==> src/rtl/cnn_pkg.sv <==
// rtl/cnn_pkg.sv - shared DMA opcode, arbiter state and timeout definitions
package cnn_pkg;

    typedef enum logic [1:0] {
        RD_WIN  = 2'b00,
        WR_WORD = 2'b01,
        RD_FILT = 2'b10,
        RD_BIAS = 2'b11
    } dma_op_e;

    typedef enum logic [1:0] {
        IDLE,
        ISSUE,
        WAIT_FIN,
        RELEASE
    } arb_state_e;

    localparam int unsigned DMA_TIMEOUT_DEFAULT = 1024;

endpackage

==> src/rtl/rr_picker.sv <==
// rtl/rr_picker.sv - combinational round-robin one-hot selector
module rr_picker #(
    parameter int N_REQ = 3,
    parameter int OW    = 2
) (
    input  logic [N_REQ-1:0] req,
    input  logic [OW-1:0]    last_owner,
    output logic [N_REQ-1:0] pick,
    output logic [OW-1:0]    pick_idx,
    output logic             any
);

    int idx;

    // Scan starts one above the previous owner so the last winner is tried last.
    always_comb begin
        pick     = '0;
        pick_idx = '0;
        any      = 1'b0;
        idx      = 0;
        for (int i = 1; i <= N_REQ; i++) begin
            idx = (int'(last_owner) + i) % N_REQ;
            if (!any && req[OW'(idx)]) begin
                any            = 1'b1;
                pick[OW'(idx)] = 1'b1;
                pick_idx       = OW'(idx);
            end
        end
    end

endmodule

==> src/rtl/dma_arbiter.sv <==
// rtl/dma_arbiter.sv - round-robin arbiter sharing one DMA engine between requesters
module dma_arbiter
    import cnn_pkg::*;
#(
    parameter int          N_REQ   = 3,
    parameter int unsigned TIMEOUT = DMA_TIMEOUT_DEFAULT
) (
    input  logic              clk,
    input  logic              reset,
    input  logic [N_REQ-1:0]    req,
    input  logic [2*N_REQ-1:0]  req_op,
    input  logic [16*N_REQ-1:0] req_addr,
    input  logic [16*N_REQ-1:0] req_fnum,
    input  logic [16*N_REQ-1:0] req_wdata,
    output logic [N_REQ-1:0]  gnt,
    output logic [N_REQ-1:0]  done,
    output logic              err,
    output logic              timeout_sticky,
    output logic              dma_start,
    output logic [1:0]        dma_op,
    output logic [15:0]       dma_addr,
    output logic [15:0]       dma_fnum,
    output logic [15:0]       dma_wdata,
    input  logic              dma_finish
);

    localparam int OW = (N_REQ > 1) ? $clog2(N_REQ) : 1;

    arb_state_e       state;
    logic [OW-1:0]    last_owner;
    logic [15:0]      cnt;
    logic [15:0]      cnt_next;
    logic [N_REQ-1:0] pick;
    logic [OW-1:0]    pick_idx;
    logic             any_req;
    dma_op_e          sel_op;
    logic [15:0]      sel_addr;
    logic [15:0]      sel_fnum;
    logic [15:0]      sel_wdata;

    rr_picker #(
        .N_REQ (N_REQ),
        .OW    (OW)
    ) u_picker (
        .req        (req),
        .last_owner (last_owner),
        .pick       (pick),
        .pick_idx   (pick_idx),
        .any        (any_req)
    );

    always_comb begin
        sel_op    = RD_WIN;
        sel_addr  = '0;
        sel_fnum  = '0;
        sel_wdata = '0;
        for (int i = 0; i < N_REQ; i++) begin
            if (pick[i]) begin
                sel_op    = dma_op_e'(req_op[2*i +: 2]);
                sel_addr  = req_addr[16*i +: 16];
                sel_fnum  = req_fnum[16*i +: 16];
                sel_wdata = req_wdata[16*i +: 16];
            end
        end
    end

    assign cnt_next = (cnt == 16'hFFFF) ? cnt : cnt + 16'd1;

    always_ff @(posedge clk or posedge reset) begin
        if (reset) begin
            state          <= IDLE;
            gnt            <= '0;
            done           <= '0;
            err            <= 1'b0;
            timeout_sticky <= 1'b0;
            dma_start      <= 1'b0;
            dma_op         <= RD_WIN;
            dma_addr       <= '0;
            dma_fnum       <= '0;
            dma_wdata      <= '0;
            cnt            <= '0;
            last_owner     <= OW'(N_REQ - 1);
        end else begin
            done <= '0;
            err  <= 1'b0;
            case (state)
                IDLE: begin
                    // A stale finish level from the engine holds off new grants.
                    if (any_req && !dma_finish) begin
                        gnt        <= pick;
                        dma_start  <= 1'b1;
                        dma_op     <= sel_op;
                        dma_addr   <= sel_addr;
                        dma_fnum   <= sel_fnum;
                        dma_wdata  <= sel_wdata;
                        last_owner <= pick_idx;
                        state      <= ISSUE;
                    end
                end
                ISSUE: begin
                    cnt   <= '0;
                    state <= WAIT_FIN;
                end
                WAIT_FIN: begin
                    if (dma_finish) begin
                        dma_start <= 1'b0;
                        done      <= gnt;
                        state     <= RELEASE;
                    end else if ({16'd0, cnt_next} >= TIMEOUT) begin
                        dma_start      <= 1'b0;
                        done           <= gnt;
                        err            <= 1'b1;
                        timeout_sticky <= 1'b1;
                        cnt            <= cnt_next;
                        state          <= RELEASE;
                    end else begin
                        cnt <= cnt_next;
                    end
                end
                RELEASE: begin
                    gnt <= '0;
                    if (!dma_finish) begin
                        state <= IDLE;
                    end
                end
                default: state <= IDLE;
            endcase
        end
    end

endmodule

==> config.mk <==
export PLATFORM = sky130hd
export DESIGN_NAME = dma_arbiter
export DESIGN_NICKNAME = d
export VERILOG_FILES = /design/src/rtl/cnn_pkg.sv /design/src/rtl/rr_picker.sv /design/src/rtl/dma_arbiter.sv
export SDC_FILE = /design/constraint.sdc
export NUM_CORES = 1
export LEC_CHECK = 0
export ABC_CLOCK_PERIOD_IN_PS = 5800
export CAP_MARGIN = 20
export CORE_MARGIN = 4
export CORE_UTILIZATION = 45
export DETAILED_ROUTE_END_ITERATION = 8
export GPL_TIMING_DRIVEN = 0
export PLACE_DENSITY_LB_ADDON = 0.15
export RECOVER_POWER = 50
export SLEW_MARGIN = 20
export SYNTH_ARGS = -nofsm -noshare
export SYNTH_HDL_FRONTEND = slang
export SYNTH_SLANG_ARGS = --single-unit
export TNS_END_PERCENT = 20
==> constraint.sdc <==
create_clock -name clk -period 5.8 [get_ports clk]
set_input_delay 1.74 -clock clk [delete_from_list [all_inputs] [get_ports clk]]
set_output_delay 1.74 -clock clk [all_outputs]
set_load 0.05 [all_outputs]
==> results of run 1 <==
final timing paths:
| kind | to | slack, ns | cells after the start |
|---|---|---|---|
| max | cnt[9]$_DFFE_PP0P_ | 1.70 | 7 |
| min | timeout_sticky$_DFFE_PP0P_ | 0.48 | 1 |
| max reg2reg | dma_addr[14]$_DFFE_PP0P_ | 2.81 | 9 |
| min reg2reg | timeout_sticky$_DFFE_PP0P_ | 0.48 | 1 |
| max in group asynchronous | last_owner[1]$_DFFE_PP1P_ | 2.72 | 3 |
| min in group asynchronous | dma_wdata[7]$_DFFE_PP0P_ | 2.20 | 2 |
flip-flops by register name, indices dropped and copies added, names as in the netlist:
signal,cells
cnt,16
state,2
done,3
dma_addr,16
dma_wdata,16
dma_op,2
timeout_sticky,1
gnt,3
dma_start,1
last_owner,2
err,1
dma_fnum,16
report_power, final:
part	internal (mW)	total [mW]	switching, mW
logic	0.812	2.40	1.59
clock network	0.296	0.507	0.211
registers	0.762	0.889	0.127
per-stage QoR:
step	hold slack, ns	setup WS, ns	total power, mW	area (µm²)
detailed placement	0.466	1.51	3.29	7060
global route	0.489	1.50	4.03	7300
finish	0.481	1.70	3.79	7300
global placement	0.464	0.645	3.23	7030
floorplan	0.474	2.04	2.46	4720
CTS	0.489	1.88	3.81	7300
kinds of logic (layout without fill, tap and decap cells):
kind of cell,Yosys count,count (layout),share of synthesized area
adder cells (fa/ha/maj),11,11,0.0284
multiplexers,6,6,0.0130
AND/OR/NAND/NOR,184,184,0.185
XOR/XNOR,2,2,0.00372
buffers and inverters,58,289,0.0613
flip-flops,79,79,0.419
AO/OA/AOI/OAI,209,209,0.289
worst reg2reg max path: stages (launching register included):
cell and delay, ns:
dfstp_2 0.56, ha_1 0.23, clkbuf_1 0.20, or3_1 0.35
a21oi_1 0.32, a211oi_2 0.11, nand2_1 0.25, clkbuf_1 0.52
a21boi_0 0.20, a31oi_1 0.18
cells in the mapped netlist, types with 4 or more instances:
| cell type | n |
|---|---|
| dfrtp_1 | 78 |
| nand2_1 | 73 |
| nand3_1 | 62 |
| a31oi_1 | 52 |
| a21boi_0 | 50 |
| o21ai_0 | 41 |
| buf_2 | 28 |
| o21ai_1 | 26 |
| nor2_1 | 14 |
| inv_1 | 12 |
| clkbuf_1 | 11 |
| a21oi_1 | 10 |
| ha_1 | 9 |
| nand4_1 | 7 |
| mux2i_1 | 5 |
| and3_1 | 4 |
| buf_6 | 4 |
| nand2b_1 | 4 |
| nor3_1 | 4 |
| o211ai_1 | 4 |
| o31ai_1 | 4 |
routing by layer:
layer | up-vias | global-route usage
met5 | - | 0
met4 | 0 | 0.109
met3 | 53 | 0.0687
met2 | 302 | 0.468
met1 | 2588 | 0.352
li1 | 2476 | -
layout make-up:
type | count | area, µm²
Tap cell | 136 | 170
Buffer | 46 | 244
Clock buffer | 10 | 138
Clock inverter | 6 | 108
Inverter | 12 | 46.3
Multi-Input combinational cell | 412 | 2450
Timing Repair Buffer | 215 | 2170
Fill cell | 827 | 2980
Sequential cell | 79 | 1980
==> results.cfg, run 1 <==
[run_status]
status = finished, violations left
violations = capacitance limit, slew limit

[floorplanning]
fp-row-count = 37
die_h_um = 110
die_area_um2 = 12200
die_width_um = 110
start_util = 0.459
ioPinCount = 215
core-area_um2 = 10300

[critical_path]
setup.worst_path.start_class = primary input
required_ns = 6.02
cp_max_fo = 10
critical_path_class = in2reg
slowest_stage = dlygate4sd3_1
cp_cell_sequence = dlygate4sd3_1 > inv_1 > nand2_1 > a21oi_1 > nand4_1 > o311ai_0 > o41ai_1
cpPeakStageDelay_ns = 0.58
critPathTopFamily = compound AO/OA/AOI/OAI gates
r2r_start = last_owner[1]$_DFFE_PP1P_
path_buf_inv = 2
startpoint = dma_finish
cp-end-kind = register
crit_arrival_ns = 4.31

[pwr]
p_leak_nw = 2.93
peakVddDrop_v = 0.000284
power_density_nw_per_um2 = 520

[logic_synthesis]
synth_top_cell_by_area = dfrtp_1
ys.flop_type = dfrtp_1
synth-seq-area-share = 0.419
synthCells = 549
synth_cell_type_count = 56
synth_edf_count = 0
yosysTopAreaCellShare = 0.414
synth.area.top_cells = dfrtp_1, a21boi_0, a31oi_1
syn_area_um2 = 4720
syn_nets = 714
syn_area_per_cell_um2 = 8.59
async_reset_ff_frac = 1.00
yosys_warnings = 0
ys_ff_latch = 79

[hold_path]
hp-class = reg2reg
min_from = timeout_sticky$_DFFE_PP0P_

[place]
gp_congestion = 0.882
dp.cells = 900
portBuffers = 214
dpl.hpwl_um = 12900

[clocking]
cts_tree = yes
cts_sinks = 79
cts.path.max_buffers = 2
holdBufCountCts = 0
clkTransAtPathRegs_ns = 0.09
cts_root_buffer = clkbuf_8
post_cts_buffers = 0
cts_buffers = 9
cts_resized = 0
htreeDepth = 3
insertion_delay_ns = 0.35

[route]
top_layer = met4
route.met2.wl_um = 8720
postRouteAntennaNets = 0
vias = 5419
wirelength_um = 17400
dr_wl_met3_um = 1580
routedWlPerCell_um = 19.0
routedLengthMet1_um = 6530
drtIter0Drc = 395
drc = 0
drtPass1Iterations = 5
post_drt_via_cell_ratio = 5.92

[global_routing]
grt_use_total = 0.281
grt-ovfl-total = 0
antenna_found_initial = 0
grt_pass1_wl_um = 26500
grt_pass1_vias = 5233
grt_max_degree = 48

[sta]
max_freq_ghz = 0.244
skew_ns = 0.00989
finalSetupViolCount = 0
maxSlewViolCount = 33
fin_crit_ns = 4.10
period_share = 0.706
worst_slew_pin_slew_ns = 1.55
hold_violations = 0
rsz0062_at_grt = no
relSlewSlack = -0.0366
finalSetupTns_ns = 0

[layout]
instances_no_fill = 916
fin_util = 0.710
nNetsFinal = 940
mostFrequentLayoutCell = clkdlybuf4s50_1
syn_to_final_growth_pct = 54.8
n_antenna_cell = 0
layout_common_cells = clkdlybuf4s50_1, dfrtp_1, nand2_1
drive_gt1_frac = 0.0821

[flow_run]
cap_viol_max_count = 1
Power figures use the tool's default switching activity.
==> inputs of run 2 (changes only) <==
Settings changed: ABC_CLOCK_PERIOD_IN_PS 5800 to 3800, CORE_UTILIZATION 45 to 42.
Clock period 5.8 ns to 3.8 ns, I/O delays scaled along.
==> results.cfg, run 2 (synthesis gave the netlist of run 1 again) <==
[critical_path]
cp-end-kind = register
rr_worst_depth = 9
required_ns = 4.04
cp_max_fo = 10
crit_arrival_ns = 3.76
setup.worst_path.start_class = primary input
critical_path_class = in2reg
regToRegSetupSlack_ns = 0.65
r2r-end = dma_addr[10]$_DFFE_PP0P_
r2r_start = last_owner[1]$_DFFE_PP1P_

[clocking]
cts_buffers = 9
cts_sinks = 79
cts.path.max_buffers = 2
cts_root_buffer = clkbuf_16
insertion_delay_ns = 0.33
holdBufCountCts = 0
post_cts_buffers = 0
htreeDepth = 3
clkTransAtPathRegs_ns = 0.07
cts_tree = yes
cts_resized = 0

[route]
drc = 0
post_drt_via_cell_ratio = 5.67
drtIter0Drc = 328
wirelength_um = 17300
drtPass1Iterations = 4
postRouteAntennaNets = 0
vias = 5213
routedWlPerCell_um = 18.9

[sta]
fin_crit_ns = 3.51
rsz0062_at_grt = no
maxSlewViolCount = 37
finalSetupViolCount = 0
finalSetupTns_ns = 0
hold_violations = 0
relSlewSlack = -0.190
skew_ns = 0.0107
period_share = 0.924
worst_slew_pin_slew_ns = 1.77
max_freq_ghz = 0.285

[pwr]
fin_total_pwr_mw = 6.04
p_leak_nw = 2.97
p_int_mw = 3.07
peakVddDrop_v = 0.000473
p_comb_frac = 0.606
power_frac_clock = 0.170
power_density_nw_per_um2 = 815
switching_share = 0.492
p_sw_mw = 2.97
seqPwrFrac = 0.224

[floorplanning]
die_area_um2 = 13000
die_width_um = 114
die_h_um = 114
ioPinCount = 215
core-area_um2 = 10900
fp-row-count = 38
start_util = 0.431

[hold_path]
hold_depth = 1
hp-class = reg2reg
min_from = timeout_sticky$_DFFE_PP0P_
hold_end = timeout_sticky$_DFFE_PP0P_

[global_routing]
grt_max_degree = 44
antenna_found_initial = 0
grt_use_total = 0.261
grt_pass1_vias = 5474
grt_pass1_wl_um = 27000
grt-ovfl-total = 0

[layout]
nNetsFinal = 940
drive_gt1_frac = 0.0833
fillerInstances = 884
syn_to_final_growth_pct = 57.2
layout_common_cells = clkdlybuf4s50_1, dfrtp_1, nand2_1
n_antenna_cell = 0
fin_util = 0.678
mostFrequentLayoutCell = clkdlybuf4s50_1

[place]
portBuffers = 214
gp_congestion = 0.902
dpl.hpwl_um = 12800

[run_status]
violations = capacitance limit, slew limit
status = finished, violations left

[flow_run]
cap_viol_max_count = 1
-- run 2: worst max-delay path, stage by stage --
cell             delay (ns)
clkdlybuf4s50_1        0.55
or2_1                  0.35
a21oi_1                0.36
a211oi_2               0.12
nand2_1                0.27
clkbuf_1               0.53
a21boi_0               0.22
a31oi_1                0.21
-- run 2: cell type report --
type	instances	area, µm²	area share
Clock inverter	6	116	0.0157
Buffer	46	244	0.0329
Clock buffer	10	239	0.0322
Inverter	12	46.3	0.00624
Tap cell	140	175	0.0236
Timing Repair Buffer	215	2160	0.292
Sequential cell	79	1980	0.267
Multi-Input combinational cell	412	2450	0.331
-- run 2: power groups by stage --
stage / Clock, mW / Combinational, mW / Sequential, mW
2_1_floorplan: 0 / 1.47 / 2.29
3_3_place_gp: 0 / 3.60 / 1.35
3_5_place_dp: 0 / 3.67 / 1.36
4_1_cts: 1.04 / 3.69 / 1.36
5_1_grt: 1.07 / 3.93 / 1.39
6_report: 1.03 / 3.66 / 1.35
-- run 2: metrics by stage --
step           area (µm²)  instances  setup WS (ns)  hold slack (ns)
2_1_floorplan        4720        549          0.638            0.474
3_3_place_gp         7030        903         -0.711            0.460
3_5_place_dp         7060        904         0.0499            0.471
4_1_cts              7410        920          0.378            0.490
5_1_grt              7410        920          0.152            0.526
6_report             7410        920          0.289            0.483
-- run 2: worst max path at each step --
stage	cells after the start	startpoint	slack (ns)	to
final	8	req[1]	0.29	dma_addr[10]$_DFFE_PP0P_
after global routing	7	dma_finish	0.15	cnt[9]$_DFFE_PP0P_
after CTS	8	req[1]	0.38	dma_addr[10]$_DFFE_PP0P_
after detailed placement	8	req[1]	0.05	dma_addr[10]$_DFFE_PP0P_
after global placement	2	reset	-0.71	dma_addr[5]$_DFFE_PP0P_
after floorplan	1	reset	0.64	cnt[0]$_DFFE_PP0P_
-- run 2: metal layers --
| layer | GRT usage | up-vias | wire [µm] |
|---|---|---|---|
| met5 | 0 | - | 0 |
| li1 | - | 2479 | - |
| met3 | 0.0653 | 48 | 1280 |
| met1 | 0.321 | 2443 | 6660 |
| met4 | 0.126 | 0 | 738 |
| met2 | 0.429 | 243 | 8670 |
==> inputs of run 3 (changes only) <==
Settings changed: CORE_UTILIZATION 42 to 25.
==> results.cfg, run 3 (synthesis gave the netlist of run 1 again) <==
[critical_path]
cp_max_fo = 10
regToRegSetupSlack_ns = 0.72
cpPeakStageDelay_ns = 0.59
cp_cell_sequence = clkdlybuf4s50_1 > inv_1 > nand2_1 > a21oi_1 > nand4_1 > o311ai_0 > o41ai_1
r2r_start = last_owner[1]$_DFFE_PP1P_
critical_path_class = in2reg
r2r-end = dma_addr[10]$_DFFE_PP0P_
critPathTopFamily = compound AO/OA/AOI/OAI gates
cp-end-kind = register
path_buf_inv = 2
crit_arrival_ns = 3.68
slowest_stage = a21oi_1
setup.worst_path.start_class = primary input
rr_worst_depth = 9
required_ns = 4.01

[sta]
fin_crit_ns = 3.47
period_share = 0.913
max_freq_ghz = 0.288
rsz0062_at_grt = no
worst_slew_pin_slew_ns = 2.08
finalSetupTns_ns = 0
maxSlewViolCount = 41
finalSetupViolCount = 0
relSlewSlack = -0.392
skew_ns = 0.00663
hold_violations = 0

[global_routing]
grt-ovfl-total = 0
grt_max_degree = 42
met3_usage = 0.0701
grt_use_met1 = 0.217
grtUsageMet2 = 0.283
grt_pass1_wl_um = 30100
grt_use_total = 0.178
grt_pass1_vias = 5487
grt_busiest_layer = met2
antenna_found_initial = 0

[floorplanning]
ioPinCount = 215
core-area_um2 = 18300
die_width_um = 145
die_h_um = 145
fp-row-count = 49
die_area_um2 = 21100
start_util = 0.258

[route]
drc = 0
post_drt_via_cell_ratio = 5.12
drtPass1Iterations = 6
routedWlPerCell_um = 19.0
vias = 5167
postRouteAntennaNets = 0
wirelength_um = 19200
drtIter0Drc = 299

[place]
dpl.hpwl_um = 14300
gp_congestion = 0.871
portBuffers = 214

[flow_run]
cap_viol_max_count = 1

[hold_path]
hold_depth = 1
hold_end = timeout_sticky$_DFFE_PP0P_
min_from = timeout_sticky$_DFFE_PP0P_
hp-class = reg2reg

[clocking]
cts_buffers = 9
cts_resized = 0
insertion_delay_ns = 0.34
htreeDepth = 3
post_cts_buffers = 0
clkTransAtPathRegs_ns = 0.06
holdBufCountCts = 0
cts_root_buffer = clkbuf_16
cts_tree = yes
cts_sinks = 79
cts.path.max_buffers = 2

[run_status]
status = finished, violations left
violations = capacitance limit, slew limit

[pwr]
peakVddDrop_v = 0.000313
power_density_nw_per_um2 = 802
p_leak_nw = 2.97

[layout]
syn_to_final_growth_pct = 59.0
layout_common_cells = clkdlybuf4s50_1, dfrtp_1, nand2_1
drive_gt1_frac = 0.0809
fillerInstances = 1836
mostFrequentLayoutCell = clkdlybuf4s50_1
nNetsFinal = 940
fin_util = 0.410
==> run 3: cell types whose count changed in the layout (fill, tap and decap cells not counted), sizes merged <==
cell / previous run / this run
clkdlybuf4s50: 194 / 193
dlygate4sd3: 20 / 21
bufinv: 3 / 2
inv: 12 / 11
diode: 0 / 1
clkbuf: 23 / 25
clkinv: 2 / 1
==> run 3: worst reg2reg max path, cell delays in order (launching register included) <==
cell and delay (ns):
dfstp_2 0.55, ha_1 0.22, clkbuf_1 0.20, or3_1 0.35, a21oi_1 0.31, a211oi_2 0.11, nand2_1 0.32, clkbuf_1 0.56
a21boi_0 0.20, a31oi_1 0.18
==> run 3: where the power goes <==
part / switching [mW] / total (mW) / internal [mW]
clock: 0.362 / 0.987 / 0.625
sequential: 0.183 / 1.35 / 1.17
combinational: 2.44 / 3.68 / 1.24
total: 2.99 / 6.01 / 3.03
==> run 3: routing by layer <==
layer | share of wire | wire length [µm]
met1 | 0.42 | 7990
met3 | 0.10 | 1920
met5 | 0 | 0
met4 | 0.030 | 580
met2 | 0.45 | 8690
==> run 3: stage by stage <==
step,instances,hold slack [ns],power (mW),worst slack (ns),cell area (µm²)
after floorplan,549,0.474,3.75,0.638,4720
after global placement,992,0.465,5.03,-0.910,7140
after detailed placement,993,0.471,5.10,-0.0303,7170
after CTS,1008,0.488,6.11,0.345,7500
after global routing,1008,0.524,6.42,0.119,7500
final,1009,0.489,6.01,0.332,7500
==> run 3: area by class of cell <==
class | instances | area (µm²) | area share
multi-input cells | 412 | 2450 | 0.326
inverters | 12 | 46.3 | 0.00617
repair buffers | 215 | 2160 | 0.288
clock inverters | 3 | 65.1 | 0.00868
plain buffers | 46 | 244 | 0.0325
clock buffers | 12 | 267 | 0.0355
flip-flops and latches | 79 | 1980 | 0.264
diodes | 1 | 2.50 | 0.000334
well taps | 229 | 287 | 0.0382
==> run 3: how the worst max path moves through the flow <==
stage / slack, ns / depth (start not counted) / start / endpoint
after floorplan: 0.64 / 1 / reset / cnt[0]$_DFFE_PP0P_
after global placement: -0.91 / 2 / reset / dma_addr[6]$_DFFE_PP0P_
after detailed placement: -0.03 / 8 / req[1] / dma_addr[10]$_DFFE_PP0P_
after CTS: 0.35 / 8 / req[1] / dma_addr[10]$_DFFE_PP0P_
after global routing: 0.12 / 7 / dma_finish / cnt[9]$_DFFE_PP0P_
final: 0.33 / 7 / dma_finish / cnt[9]$_DFFE_PP0P_
